<file path="src/rtl/truth_table_checker_pkg.sv">
// truth_table_checker_pkg
// Shared definitions for the truth table checker slice:
//   state_t   - capture FSM states (IDLE, CAPTURE, DONE)
//   MISR_POLY - feedback polynomial of the optional response signature
//   MISR_SEED - value the signature is loaded with on every start pulse
package truth_table_checker_pkg;

    typedef enum logic [1:0] {
        IDLE    = 2'd0,
        CAPTURE = 2'd1,
        DONE    = 2'd2
    } state_t;

    localparam logic [15:0] MISR_POLY = 16'h1021;
    localparam logic [15:0] MISR_SEED = 16'hFFFF;

endpackage

</file>
<file path="src/rtl/truth_table_checker_misr16.sv">
// misr16
// 16-bit multiple-input signature register that compresses the stream of
// accepted (vector, response) samples into one word.
// Ports:
//   clk   in   clock, rising edge
//   rst   in   synchronous active-high reset, clears sig to 0
//   clear in   loads the seed value (wins over en)
//   en    in   fold din into the signature this cycle
//   din   in   16-bit sample word
//   sig   out  current signature
module misr16
    import truth_table_checker_pkg::*;
(
    input  logic        clk,
    input  logic        rst,
    input  logic        clear,
    input  logic        en,
    input  logic [15:0] din,
    output logic [15:0] sig
);

    // Shift left with polynomial feedback from the MSB, then XOR in the sample.
    always_ff @(posedge clk) begin
        if (rst) begin
            sig <= 16'h0000;
        end else if (clear) begin
            sig <= MISR_SEED;
        end else if (en) begin
            sig <= {sig[14:0], 1'b0} ^ (sig[15] ? MISR_POLY : 16'h0000) ^ din;
        end
    end

endmodule

</file>
<file path="config.mk">
export PLATFORM = sky130hd
export DESIGN_NAME = misr16
export DESIGN_NICKNAME = d
export VERILOG_FILES = /design/src/rtl/truth_table_checker_pkg.sv /design/src/rtl/truth_table_checker_misr16.sv
export SDC_FILE = /design/constraint.sdc
export NUM_CORES = 1
export LEC_CHECK = 0
export ABC_CLOCK_PERIOD_IN_PS = 1400
export CAP_MARGIN = 30
export CORE_MARGIN = 3
export CORE_UTILIZATION = 41
export CTS_BUF_LIST = sky130_fd_sc_hd__clkbuf_4 sky130_fd_sc_hd__clkbuf_8
export DETAILED_ROUTE_END_ITERATION = 16
export GPL_TIMING_DRIVEN = 0
export PLACE_DENSITY_LB_ADDON = 0.1
export SLEW_MARGIN = 20
export SYNTH_ARGS = -nofsm -noshare
export SYNTH_HDL_FRONTEND = slang
export SYNTH_SLANG_ARGS = --single-unit
</file>
<file path="constraint.sdc">
create_clock -name clk -period 1.4 [get_ports clk]
set_input_delay 0.28 -clock clk [delete_from_list [all_inputs] [get_ports clk]]
set_output_delay 0.28 -clock clk [all_outputs]
set_load 0.01 [all_outputs]
</file>
=== Word-level counts from Yosys, hierarchy flattened ===
Cells that the tools add are included.
Widths: inputs -> output; s select.

* Register bits after elaboration: 16
* Bits of input ports: 20
* Word-level logic and storage cells: 7

* Mux-type cells: 3
* Bitwise logic cells: 2
* Reductions and logical operators: 1

{| class="wikitable"
|+ Operator list
! operator !! count
|-
| $mux 16 || 2
|-
| $xor 16x13->16 || 1
|-
| $xor 16x16->16 || 1
|-
| $mux 13 || 1
|-
| $reduce_bool 2->1 || 1
|}

=== Longest topological paths before layout ===
Gate-level depths: netlist (run 1).

* Depth after elaboration: 5
* Depth in mapped cells: 5
* Mapped depth without buffers: 3

=== Worst setup path after synthesis (run 1) ===
OpenSTA, ideal clock, no wires.

* Path type: register to register
* Start: register sig[15]
* End: register sig[5]
* Library setup time: 0.118 ns
* Data arrival time: 1.000 ns
* Data required time: 1.282 ns
* Slack: 0.282 ns
* Stages on the path, launching flop included: 4
* Clock period less this slack: 1.118 ns
* Cells stage by stage: dfxtp_1 xor3_1 nand2_1 a21oi_2

* Word-level cells in the longest chain between the ends: 5

{| class="wikitable"
|+ Ends and longest elaborated chain
! element !! line !! source
|-
| start, declared || truth_table_checker_misr16.sv:19 || <nowiki>output logic [15:0] sig</nowiki>
|-
| start signal, assigned || truth_table_checker_misr16.sv:29 || <nowiki>sig <= {sig[14:0], 1'b0} ^ (sig[15] ? MISR_POLY : 16'h0000) ^ din;</nowiki>
|-
| $mux 13 || truth_table_checker_misr16.sv:29 ||
|-
| $xor 16x13->16 || truth_table_checker_misr16.sv:29 ||
|-
| $xor 16x16->16 || truth_table_checker_misr16.sv:29 ||
|-
| $mux 16 || truth_table_checker_misr16.sv:28 || <nowiki>end else if (en) begin</nowiki>
|-
| $mux 16 || truth_table_checker_misr16.sv:26 || <nowiki>end else if (clear) begin</nowiki>
|}

No other way between the ends. The select of a mux whose other input is x is not followed.
A chain may end at the register's enable or synchronous reset.

=== Final worst setup path (run 1) ===
* Start: register sig[6]
* End: output port sig[6]

No word-level cell between the ends.

==> qor.yml, run 1 <==
run_status:
  status: "complete, no violations"
clocking:
  h-tree-depth: 1
  clk_pin_slew_ps: 90
  cts_tree: "done"
  cts-root-buf: "clkbuf_4"
  clk_latency_ps: 280
  clockBufferDepth: 2
  post_cts_buffers: 0
  cts_buffers: 3
  cts_sinks: 16
  ctsResizeCount: 17
  hold_buffers: 0
floorplan:
  rows: 15
  core_um2: 1750
  die-area_um2: 2430
  num_io_pins: 36
  die-width_um: 49.3
  start_util_pct: 44.1
  die_h_um: 49.3
worst_setup_path:
  rr_worst_depth: 3
  worstReg2RegEnd: "sig[12]"
  max_stage_delay_ps: 390
  critPathSlowestCell: "dfxtp_1"
  cp.buffers_inverters: 1
  rrSetupSlack_ps: 320
  crit_fanout: 3
  end_kind: "output pin"
  startpoint: "sig[6]"
  cp.arrival_ps: 960
  path_class: "reg2out"
  critPathLaunchType: "register"
  required_ps: 1120
  path_delay_family: "flip-flops"
  cp_cell_sequence: "dlygate4sd2_1"
  rr_startpoint: "sig[11]"
cells_and_area:
  diodes: 0
  fin_area_um2: 1140
  drive_above_1_share_pct: 13.5
  syn2layout_area_growth_pct: 48.0
  largest_register_ff_count: 16
  reg_top3: "sig (16)"
  nets: 132
  largest_register: "sig"
  stdcell_count: 136
placement:
  dp.cells: 132
  hpwl_mm: 1.25
  place_congestion: 0.702
  place_area_um2: 1120
  portBuffers: 32
  place_ws_ps: 81.1
min_path:
  hold_depth: 2
  hold_path.class: "in2reg"
  whs_endpoint: "sig[15]"
  worstHoldStart: "rst"
synthesis:
  yosysWarnings: 0
  synth_area_um2: 769
  ys_ff_latch: 16
  synth_area_per_cell_um2: 10.3
  yosys.cell_types.count: 15
  syn_nets: 95
  seq_area_frac_synth_pct: 41.6
  synth_cells: 75
pwr:
  powerDensity_nw_per_um2: 988
  seq_power_share_pct: 47.6
  clkPwrFrac_pct: 26.8
  cell_internal_pwr_mw: 0.833
  leakagePower_nw: 0.462
  p_switching_mw: 0.293
  max-vdd-ir-drop_mv: 1.10
  p_sw_share_pct: 26.0
  combPwrFrac_pct: 25.6
timing:
  fmax_mhz: 808
  final.min_clock_period_ps: 1240
  rsz0062_at_grt: "false"
  slew_viol_final: 0
  timing.slew.headroom_pct: 86.0
  clock-skew-final_ps: 2.85
  setup_viol: 0
  worst_slack_ps: 163
  hold_viol_final: 0
  tightest_slew_ps: 210
  fin_crit_sh_pct: 88.4
  fin_setup_tns_ps: 0
  hold_slack_ps: 263
routing:
  viasPerCell: 4.96
  wl_per_cell_um: 12.2
  drc_errors: 0
  wl_mm: 1.67
  antenna_left: 0
  num_vias: 674
  drtPass1Iterations: 2
  drt-initial-drc-count: 2
grt:
  grt_max_degree: 11
  grt_pass1_wl_mm: 2.98
  grt_antenna_before_repair: 0
  globalRouteOverflowTotal: 0
  first_global_vias: 676
  track_usage_pct: 15.4
run:
  maxCapViolations: 0
synthesized netlist by cell type (all sizes together):
| master | count | area share (%) |
|---|---|---|
| dfxtp | 16 | 42 |
| inv | 1 | 0.49 |
| clkbuf | 3 | 4.2 |
| xor3 | 2 | 6.7 |
| a21oi | 4 | 3.1 |
| nor3 | 14 | 9.1 |
| xnor2 | 14 | 16 |
| buf | 4 | 3.4 |
| nand2 | 2 | 0.98 |
| a211oi | 14 | 14 |
| nor2 | 1 | 0.81 |
final cells by class:
cell class	instances	area (um2)
buffer	7	58.8
clock buffer	4	36.3
fill	148	607
inverter	1	3.75
multi-input combinational	51	387
sequential	16	322
tap	25	31.3
timing repair buffer	32	300
cells by family (layout without fill, tap and decap cells):
kind of cell	Yosys count	after routing	share of synthesized area (%)
flip-flops	16	16	41.6
XOR/XNOR	16	16	22.6
AND/OR/NAND/NOR	17	17	10.9
buffers and inverters	8	44	8.13
AO/OA/AOI/OAI	18	18	16.7
power groups by stage:
stage	sequential, mW	combinational [mW]	clock, mW
2_1_floorplan	0.564	0.149	0
3_3_place_gp	0.547	0.315	0
3_5_place_dp	0.548	0.319	0
4_1_cts	0.537	0.292	0.313
5_1_grt	0.545	0.314	0.333
6_report	0.535	0.288	0.302
how the worst max path moves through the flow:
| stage | endpoint | slack, ps | depth (start not counted) |
|---|---|---|---|
| 6_report | sig[6] | 160 | 1 |
| 3_5_place_dp | sig[12] | 80 | 4 |
| 4_1_cts | sig[15] | 150 | 1 |
| 2_1_floorplan | sig[5] | 280 | 3 |
| 3_3_place_gp | sig[12] | 80 | 4 |
| 5_1_grt | sig[1] | 90 | 1 |
per-layer routing:
layer / vias up / routed length (um) / global-route usage [%]
met1: 308 / 733 / 18.7
met5: - / 0 / 0
met2: 23 / 778 / 24.8
li1: 343 / - / -
met3: 0 / 153 / 7.95
met4: 0 / 0 / 1.42
through the flow:
| step | utilization (%) | total power [mW] |
|---|---|---|
| after floorplan | - | 0.712 |
| after global placement | 64.2 | 0.862 |
| after detailed placement | 64.2 | 0.866 |
| after CTS | 65.2 | 1.14 |
| after global routing | 65.2 | 1.19 |
| final | 65.2 | 1.13 |
layout by cell type, fill, tap and decap left out, drive strengths merged:
| master | netlist | final |
|---|---|---|
| a211oi | 14 | 14 |
| nand2 | 2 | 2 |
| inv | 1 | 1 |
| a21oi | 4 | 4 |
| buf | 4 | 4 |
| nor2 | 1 | 1 |
| dfxtp | 16 | 16 |
| nor3 | 14 | 14 |
| xor3 | 2 | 2 |
| clkdlybuf4s50 | 0 | 16 |
| clkbuf | 3 | 7 |
| xnor2 | 14 | 14 |
| dlygate4sd2 | 0 | 16 |
Note: power is estimated with default switching activity, not from simulation.
==> run 2, diff against run 1 <==
--- a/config.mk
+++ b/config.mk
@@ -7,9 +7,8 @@
 export LEC_CHECK = 0
 export ABC_CLOCK_PERIOD_IN_PS = 1400
 export CAP_MARGIN = 30
-export CORE_MARGIN = 3
-export CORE_UTILIZATION = 41
-export CTS_BUF_LIST = sky130_fd_sc_hd__clkbuf_4 sky130_fd_sc_hd__clkbuf_8
+export CORE_MARGIN = 2
+export CORE_UTILIZATION = 39
 export DETAILED_ROUTE_END_ITERATION = 16
 export GPL_TIMING_DRIVEN = 0
 export PLACE_DENSITY_LB_ADDON = 0.1
==> run 2 against run 1 <==
Power is 0.30% higher. Utilization is 5.2 points lower. Combinational power hardly changed. Sequential cell count stayed put. Clock skew is 1.5 ps higher. Hold slack worse by 3.7 ps. Non-clock buffer count stayed put. First-iteration DRC count grew to 3.0 times the previous value. Critical path type unchanged.
==> qor.yml, run 2 (same netlist as run 1, synthesis figures left out) <==
routing:
  num_vias: 687  # +1.9%
  wl_per_cell_um: 12.2  # -0.56%
  wl_mm: 1.68  # +0.90%
  antenna_left: 0  # unchanged
  viasPerCell: 4.98  # +0.45%
  drc_errors: 0  # unchanged
  drt-initial-drc-count: 6  # +4
  drtPass1Iterations: 4  # +2
placement:
  hpwl_mm: 1.23  # -2.0%
  portBuffers: 32  # unchanged
  place_congestion: 0.690  # -1.7%
cells_and_area:
  largest_register_ff_count: 16  # unchanged
  regArea_um2: 322  # unchanged
  syn2layout_area_growth_pct: 48.3
  drive_above_1_share_pct: 13.5  # unchanged
  nets: 132  # unchanged
  diodes: 0  # unchanged
  nFillCells: 169  # +14%
  reg_top3: "sig (16)"
  largest_register: "sig"
  multi_input_area_um2: 387  # unchanged
  final_cell_mix: "clkdlybuf4s50_1, dlygate4sd2_1, dfxtp_1"
floorplan:
  num_io_pins: 36  # unchanged
  start_util_pct: 40.5  # -3.6 points
  rows: 16  # +1
  die-width_um: 48.4  # -1.8%
  core_um2: 1900  # +9.0%
  die-area_um2: 2340  # -3.6%
  die_h_um: 48.4  # -1.8%
grt:
  first_global_vias: 645  # -4.6%
  grt_max_degree: 11  # unchanged
  globalRouteOverflowTotal: 0  # unchanged
  grt_pass1_wl_mm: 2.90  # -2.8%
  grt_antenna_before_repair: 0  # unchanged
  track_usage_pct: 15.4  # about the same
worst_setup_path:
  required_ps: 1120  # about the same
  crit_fanout: 3  # unchanged
  path_delay_family: "flip-flops"
  path_class: "reg2out"
  cp.arrival_ps: 960  # about the same
  critPathSlowestCell: "dfxtp_1"
  end_kind: "output pin"
  max_stage_delay_ps: 390  # about the same
  cp.buffers_inverters: 1  # unchanged
  cp_cell_sequence: "dlygate4sd2_1"
  critPathLaunchType: "register"
timing:
  tightest_slew_ps: 211  # +1.58 ps
  clock-skew-final_ps: 4.31  # +1.46 ps
  fin_setup_tns_ps: 0  # unchanged
  timing.slew.headroom_pct: 85.9  # -0.12 points
  setup_viol: 0  # unchanged
  slew_viol_final: 0  # unchanged
  rsz0062_at_grt: "false"
  fin_crit_sh_pct: 88.8  # +0.43 points
  hold_viol_final: 0  # unchanged
  fmax_mhz: 804  # -0.49%
  final.min_clock_period_ps: 1240  # +6.08 ps
clocking:
  post_cts_buffers: 0  # unchanged
  clk_pin_slew_ps: 100  # about the same
  h-tree-depth: 1  # unchanged
  cts_tree: "done"
  clockBufferDepth: 2  # unchanged
  cts_sinks: 16  # unchanged
  cts-root-buf: "clkbuf_4"
  cts_buffers: 3  # unchanged
  clk_latency_ps: 280  # about the same
pwr:
  max-vdd-ir-drop_mv: 0.600  # -45%
  fin_total_pwr_mw: 1.13  # +0.30%
  powerDensity_nw_per_um2: 989  # about the same
  leakagePower_nw: 0.462  # unchanged
run:
  maxCapViolations: 0  # unchanged
min_path:
  hold_path.class: "in2reg"
run_status:
  status: "complete, no violations"
[run 2: cell counts in the layout (fill, tap and decap cells not counted)]
No cell type changed its count.
[run 2: power by group]
part / internal, mW / switching [mW]
Sequential: 0.498 / 0.0387
Clock: 0.158 / 0.145
Combinational: 0.176 / 0.112
[run 2: cell type report]
cell class | count | area share (%)
buffer | 7 | 5.15
clock buffer | 4 | 3.18
sequential | 16 | 28.2
timing repair buffer | 32 | 26.3
tap | 27 | 2.96
inverter | 1 | 0.329
multi-input combinational | 51 | 33.9
[run 2: stage by stage]
step / utilization, % / setup slack (ps) / hold WS [ps] / cells / instance area (um2)
finish: 60.0 / 157 / 259 / 138 / 1140
global route: 60.0 / 104 / 265 / 138 / 1140
CTS: 60.0 / 142 / 252 / 138 / 1140
detailed placement: 59.1 / 78.5 / 556 / 134 / 1120
global placement: 59.1 / 69.8 / 561 / 134 / 1120
floorplan: - / 282 / 483 / 75 / 769
[run 2: layer usage]
metal | track usage (%) | wire, um
met1 | 20.6 | 775
met5 | 0 | 0
met3 | 4.94 | 120
met2 | 24.5 | 773
met4 | 2.86 | 10
[run 2: path summary, 6_finish.rpt]
path,start,to,slack (ps),cells past startpoint
setup / recovery,sig[5],sig[5],160,1
hold / removal,rst,sig[15],260,2
setup reg to reg,sig[11],sig[12],290,3
hold reg to reg,sig[12],sig[12],580,2
[run 2: timing repair]
action / CTS / global route
gates resized for setup: 17 / 0
endpoints found under the setup margin: 16 / 0
hold buffers: 0 / 0
